<file path="src/rtl/dc_ctrl_pkg.sv">
// Shared types for the data-cache line refill/writeback sequencer.
// No logic or latency; the enum and sizes are used by dc_line_ctrl and dc_line_buf.
package dc_ctrl_pkg;
    localparam int LINE_WORDS = 4;
    localparam int BEAT_W     = 2;
    localparam int LINE_W     = 32 * LINE_WORDS;

    typedef enum logic [2:0] {
        IDLE,
        WB_RD,
        WB_CAP,
        WB,
        FILL,
        FILL_WR,
        DONE
    } dc_state_t;
endpackage

</file>
<file path="src/rtl/dc_line_buf.sv">
// 128-bit line buffer: whole-line load, per-word write, word-select read.
// Writes land one cycle after the request; the read port is combinational and never stalls.
module dc_line_buf
    import dc_ctrl_pkg::*;
(
    input  logic              clk,
    input  logic              rst_n,
    input  logic              load,
    input  logic [LINE_W-1:0] load_dat,
    input  logic              wr,
    input  logic [BEAT_W-1:0] wr_idx,
    input  logic [31:0]       wr_dat,
    input  logic [BEAT_W-1:0] rd_idx,
    output logic [31:0]       rd_word,
    output logic [LINE_W-1:0] line
);
    always_ff @(posedge clk) begin
        if (!rst_n) begin
            line <= '0;
        end else if (load) begin
            line <= load_dat;
        end else if (wr) begin
            line[{wr_idx, 5'd0} +: 32] <= wr_dat;
        end
    end

    assign rd_word = line[{rd_idx, 5'd0} +: 32];
endmodule

</file>
<file path="src/rtl/dc_line_ctrl.sv">
// D-cache miss sequencer: optional dirty-victim writeback, 4-beat refill, line write, done pulse.
// Clean miss completes 6 cycles after acceptance with zero-wait memory; each mem_ack wait adds a cycle.
module dc_line_ctrl
    import dc_ctrl_pkg::*;
#(
    parameter int DWIDTH = 11
) (
    input  logic              clk,
    input  logic              rst_n,
    input  logic              miss_req,
    input  logic              miss_dirty,
    input  logic [DWIDTH-3:0] miss_line_idx,
    input  logic [27:0]       victim_line_adr,
    input  logic [27:0]       fill_line_adr,
    output logic              dc_stall,
    output logic              miss_done,
    output logic              tag_update,
    output logic [DWIDTH-3:0] ram_radr_all,
    output logic              ram_ren_all,
    input  logic [LINE_W-1:0] ram_rdata_all,
    output logic [DWIDTH-3:0] ram_wadr_all,
    output logic [LINE_W-1:0] ram_wdata_all,
    output logic              ram_wen_all,
    output logic              mem_req,
    output logic              mem_we,
    output logic [29:0]       mem_adr,
    output logic [31:0]       mem_wdata,
    input  logic              mem_ack,
    input  logic [31:0]       mem_rdata
);
    dc_state_t         state;
    logic [BEAT_W-1:0] beat;
    logic [BEAT_W-1:0] nxt_beat;
    logic [DWIDTH-3:0] idx_q;
    logic [27:0]       victim_q;
    logic [27:0]       fill_q;
    logic [LINE_W-1:0] line;
    logic [31:0]       nxt_word;
    logic              buf_load;
    logic              buf_wr;
    logic              last_beat;

    assign nxt_beat  = beat + 1'b1;
    assign last_beat = (beat == BEAT_W'(LINE_WORDS - 1));
    assign buf_load  = (state == WB_CAP);
    assign buf_wr    = (state == FILL) && mem_ack;

    dc_line_buf u_line_buf (
        .clk      (clk),
        .rst_n    (rst_n),
        .load     (buf_load),
        .load_dat (ram_rdata_all),
        .wr       (buf_wr),
        .wr_idx   (beat),
        .wr_dat   (mem_rdata),
        .rd_idx   (nxt_beat),
        .rd_word  (nxt_word),
        .line     (line)
    );

    // Line-port address/data are qualified by their enables so the port idles at zero.
    assign ram_radr_all  = ram_ren_all ? idx_q : '0;
    assign ram_wadr_all  = ram_wen_all ? idx_q : '0;
    assign ram_wdata_all = ram_wen_all ? line  : '0;

    always_ff @(posedge clk) begin
        if (!rst_n) begin
            state       <= IDLE;
            beat        <= '0;
            idx_q       <= '0;
            victim_q    <= '0;
            fill_q      <= '0;
            dc_stall    <= 1'b0;
            miss_done   <= 1'b0;
            tag_update  <= 1'b0;
            ram_ren_all <= 1'b0;
            ram_wen_all <= 1'b0;
            mem_req     <= 1'b0;
            mem_we      <= 1'b0;
            mem_adr     <= '0;
            mem_wdata   <= '0;
        end else begin
            miss_done   <= 1'b0;
            tag_update  <= 1'b0;
            ram_ren_all <= 1'b0;
            ram_wen_all <= 1'b0;
            case (state)
                IDLE: begin
                    if (miss_req) begin
                        idx_q    <= miss_line_idx;
                        victim_q <= victim_line_adr;
                        fill_q   <= fill_line_adr;
                        dc_stall <= 1'b1;
                        beat     <= '0;
                        if (miss_dirty) begin
                            state       <= WB_RD;
                            ram_ren_all <= 1'b1;
                        end else begin
                            // Latches are not yet visible, so the first fill address comes from the port.
                            state   <= FILL;
                            mem_req <= 1'b1;
                            mem_we  <= 1'b0;
                            mem_adr <= {fill_line_adr, 2'b00};
                        end
                    end
                end
                WB_RD: state <= WB_CAP;
                WB_CAP: begin
                    state     <= WB;
                    beat      <= '0;
                    mem_req   <= 1'b1;
                    mem_we    <= 1'b1;
                    mem_adr   <= {victim_q, 2'b00};
                    mem_wdata <= ram_rdata_all[31:0];
                end
                WB: begin
                    if (mem_ack) begin
                        if (last_beat) begin
                            state     <= FILL;
                            beat      <= '0;
                            mem_we    <= 1'b0;
                            mem_adr   <= {fill_q, 2'b00};
                            mem_wdata <= '0;
                        end else begin
                            beat      <= nxt_beat;
                            mem_adr   <= {victim_q, nxt_beat};
                            mem_wdata <= nxt_word;
                        end
                    end
                end
                FILL: begin
                    if (mem_ack) begin
                        if (last_beat) begin
                            state       <= FILL_WR;
                            beat        <= '0;
                            mem_req     <= 1'b0;
                            mem_adr     <= '0;
                            ram_wen_all <= 1'b1;
                        end else begin
                            beat    <= nxt_beat;
                            mem_adr <= {fill_q, nxt_beat};
                        end
                    end
                end
                FILL_WR: begin
                    state      <= DONE;
                    miss_done  <= 1'b1;
                    tag_update <= 1'b1;
                end
                DONE: begin
                    state    <= IDLE;
                    dc_stall <= 1'b0;
                end
                default: state <= IDLE;
            endcase
        end
    end
endmodule

</file>
<file path="config.mk">
export PLATFORM = sky130hd
export DESIGN_NAME = dc_line_ctrl
export DESIGN_NICKNAME = d
export VERILOG_FILES = /design/src/rtl/dc_ctrl_pkg.sv /design/src/rtl/dc_line_buf.sv /design/src/rtl/dc_line_ctrl.sv
export SDC_FILE = /design/constraint.sdc
export NUM_CORES = 1
export LEC_CHECK = 0
export CORE_AREA = 2 2 173 175
export CTS_CLUSTER_DIAMETER = 150
export DETAILED_ROUTE_END_ITERATION = 6
export DIE_AREA = 0 0 175 177
export GPL_TIMING_DRIVEN = 0
export PLACE_DENSITY = 0.82
export SLEW_MARGIN = 10
export SYNTH_ARGS = -nofsm -noshare
export SYNTH_HDL_FRONTEND = slang
export SYNTH_HIERARCHICAL = 1
export SYNTH_SLANG_ARGS = --single-unit
</file>
<file path="constraint.sdc">
create_clock -name clk -period 4.31 [get_ports clk]
set_input_delay 1.0775 -clock clk [delete_from_list [all_inputs] [get_ports clk]]
set_output_delay 1.0775 -clock clk [all_outputs]
set_load 0.02 [all_outputs]
</file>
==> flow_metrics.py, run 1 <==
metrics = {
    "run_status": {
        "outcome": "completed",
    },
    "floorplan": {
        "die_area_um2": 30980,
        "die_x_um": 175,
        "rows": 63,
        "dieHeight_um": 177,
        "initial_core_util_pct": 47.23,
        "ios": 445,
        "core_um2": 29240,
    },
    "place": {
        "gp_congestion": 0.9525,
        "hpwl_um": 48140,
        "dp_slack_ps": 716.0,
        "port-buffer-count": 443,
    },
    "synthesis": {
        "dominantRegCellSynth": "dfxtp_1",
        "muxShareOfSynthArea_pct": 5.291,
        "synth.avg_cell_area_um2": 8.605,
        "ys_ff_latch": 266,
        "synth_nets": 1842,
        "synthSimpleGateAreaFrac_pct": 18.78,
        "synth_cells": 1605,
        "synth_top_family_by_area": "compound AO/OA/AOI/OAI gates",
        "synth_fa_ha_area_share_pct": 0.6342,
        "synth_edf_count": 0,
        "netlist_area_um2": 13810,
        "yosysSeqAreaShare_pct": 38.56,
        "yosysUniqueCellTypes": 46,
        "yosys_warnings": 6,
        "synth_xor_area_share_pct": 0,
        "synth_compound_area_share_pct": 29.14,
        "ys_async_sr_fraction_pct": 0,
    },
    "pwr": {
        "power_frac_seq_pct": 38.1,
        "intPower_mw": 5.278,
        "p_leak_nw": 7.449,
        "p_sw_mw": 2.450,
        "power_frac_comb_pct": 26.3,
        "vdd_drop_max_mv": 0.3103,
        "pwr-share-clk_pct": 35.6,
        "p_per_area_nw_per_um2": 389.7,
        "p_sw_share_pct": 31.70,
        "power_mw": 7.728,
    },
    "final_layout": {
        "final_cell_mix": "clkdlybuf4s50_1, dfxtp_1, nand2_1",
        "fillCellCount": 2417,
        "drive_above_1_share_pct": 7.656,
        "final_common_cell": "clkdlybuf4s50_1",
        "fin_nets": 2317,
        "area_growth_pct": 43.58,
    },
    "worst_setup_path": {
        "critPathArrivalTime_ps": 3220,
        "critPathMaxFanout": 10,
        "endpoint_kind": "primary output",
        "start_kind": "flop",
        "cp.required_ps": 3230,
        "path_class": "reg2out",
    },
    "grt": {
        "grt_pass1_wl_um": 93730,
        "overflow": 0,
        "grt_pass1_vias": 15398,
        "track_usage_pct": 39.88,
        "antenna_found_initial": 9,
        "grt_max_degree": 15,
    },
    "clock_network": {
        "htreeDepth": 1,
        "cts.sinks": 266,
        "clock_path_buffers": 3,
        "cts_resized": 0,
        "cts-root-buf": "clkbuf_16",
        "cts_tree": "yes",
        "cts_hold_buf": 0,
        "post_cts_buffers": 0,
        "cts_made_buffers": 30,
        "clk_pin_slew_ps": 70,
        "insertion_delay_ps": 570,
    },
    "detailed_routing": {
        "drc": 0,
        "routed_wl_um": 64360,
        "ant_nets": 0,
        "vias": 15692,
        "wl_per_cell_um": 25.74,
        "dr.first_iter.drc_count": 2047,
        "drtPass1Iterations": 6,
        "via_per_inst": 6.277,
    },
    "sta": {
        "finalCritPeriodShare_pct": 99.65,
        "period_needed_ps": 4295,
        "fmax_mhz": 232.8,
        "setup_viol": 0,
        "grt_setup_unrepaired": "no",
        "final_hold_viol_count": 0,
        "final.setup.worst_slack_ps": 15.09,
        "worst_slew_pin_slew_ps": 1064,
        "tns_ps": 0,
        "slew_headroom_pct": 29.08,
        "fin_skew_ps": 23.30,
        "slew_violations": 0,
    },
    "job": {
        "drv_cap": 0,
    },
    "hold_path": {
        "hold_path.class": "reg2reg",
    },
}
-- power groups by stage --
| stage | Sequential [mW] | Combinational, mW | Clock [mW] |
|---|---|---|---|
| global placement | 2.98 | 1.93 | 0 |
| detailed placement | 2.98 | 1.97 | 0 |
| global route | 2.96 | 2.14 | 2.84 |
| CTS | 2.93 | 1.98 | 2.74 |
| finish | 2.94 | 2.03 | 2.75 |
| floorplan | 3.03 | 0.977 | 0 |
-- worst max-delay path, cell delays in order (launching register included) --
cell,delay [ps]
dfxtp_1,340
clkbuf_1,670
clkbuf_1,650
and2_1,350
clkdlybuf4s50_1,650
-- through the flow --
| stage | cell area (µm²) | utilization, % | hold slack (ps) | std cells |
|---|---|---|---|---|
| floorplan | 13810 | - | 439.6 | 1605 |
| global placement | 18730 | 64.06 | 451.0 | 2438 |
| detailed placement | 18730 | 64.06 | 456.8 | 2438 |
| CTS | 19810 | 67.74 | 461.8 | 2493 |
| global route | 19820 | 67.76 | 486.5 | 2495 |
| finish | 19830 | 67.80 | 460.1 | 2500 |
-- cells by family after synthesis --
kind of cell | count (synthesis)
AO/OA/AOI/OAI | 550
AND/OR/NAND/NOR | 511
flip-flops | 266
buffers and inverters | 238
multiplexers | 33
adder cells (fa/ha/maj) | 7
-- synthesized netlist by cell type (all sizes together) (2+ instances only) --
| library cell | n | area (µm²) |
|---|---|---|
| mux4 | 32 | 720.7 |
| or2b | 2 | 16.27 |
| nor2b | 3 | 18.77 |
| and3 | 3 | 18.77 |
| nand4 | 32 | 200.2 |
| and2 | 150 | 938.4 |
| nor2 | 5 | 18.77 |
| o311ai | 32 | 280.3 |
| nor3 | 2 | 10.01 |
| nand2b | 3 | 26.27 |
| o211a | 32 | 320.3 |
| and4bb | 2 | 25.02 |
| clkbuf | 93 | 349.1 |
| nand3 | 100 | 500.5 |
| a31oi | 28 | 175.2 |
| o21ai | 36 | 180.2 |
| inv | 66 | 247.7 |
| a21boi | 195 | 1464 |
| a22oi | 128 | 960.9 |
| a211o | 29 | 255.3 |
| nand2 | 202 | 758.2 |
| ha | 7 | 87.58 |
| buf | 79 | 452.9 |
| dfxtp | 266 | 5325 |
| and2b | 2 | 15.01 |
| a21oi | 65 | 329.1 |
-- flip-flops by register name (all words and copies together), names as in the netlist --
register         count
u_line_buf/line    128
mem_wdata           32
mem_adr             30
fill_q              28
victim_q            28
idx_q                9
state                3
beat                 2
dc_stall             1
mem_req              1
mem_we               1
ram_ren_all          1
ram_wen_all          1
tag_update           1
-- area by class of cell --
class                      count  area [µm²]  area share (%)
clock inverter                 7       88.84          0.4480
antenna                        7       17.52         0.08834
tap                          390       488.0           2.461
sequential                   266        5325           26.86
clock buffer                  48       989.7           4.991
inverter                      66       247.7           1.249
buffer                       172       802.0           4.045
timing repair buffer         443        4434           22.36
multi-input combinational   1101        7436           37.50
-- worst paths after layout --
| check | from | end | slack, ps | cells after the start |
|---|---|---|---|---|
| worst max-delay path | ram_wen_all | ram_wdata_all[3] | 20 | 4 |
| worst min-delay path | fill_q[21] | mem_adr[23] | 460 | 2 |
| worst max register to register | beat[0] | mem_wdata[31] | 1200 | 6 |
| worst min register to register | fill_q[21] | mem_adr[23] | 460 | 2 |
-- metal layers --
metal / part of all wire, % / vias up / track usage, %
li1: - / 6737 / -
met4: 6.5 / 6 / 23.02
met1: 35 / 7405 / 47.62
met2: 46 / 1253 / 65.48
met5: 0.062 / - / 0
met3: 13 / 291 / 10.01
(Power assumes the default switching activity.)
==> run 2: changes to the inputs <==
- CAP_MARGIN: default -> 20
==> results of run 2 <==
No change in the layout: final DEF, timing and power equal those of run 1.
==> run 3: changes to the inputs <==
- SKIP_CTS_REPAIR_TIMING: default -> 1
==> results of run 3 <==
No change in the layout: final DEF, timing and power equal those of run 1.
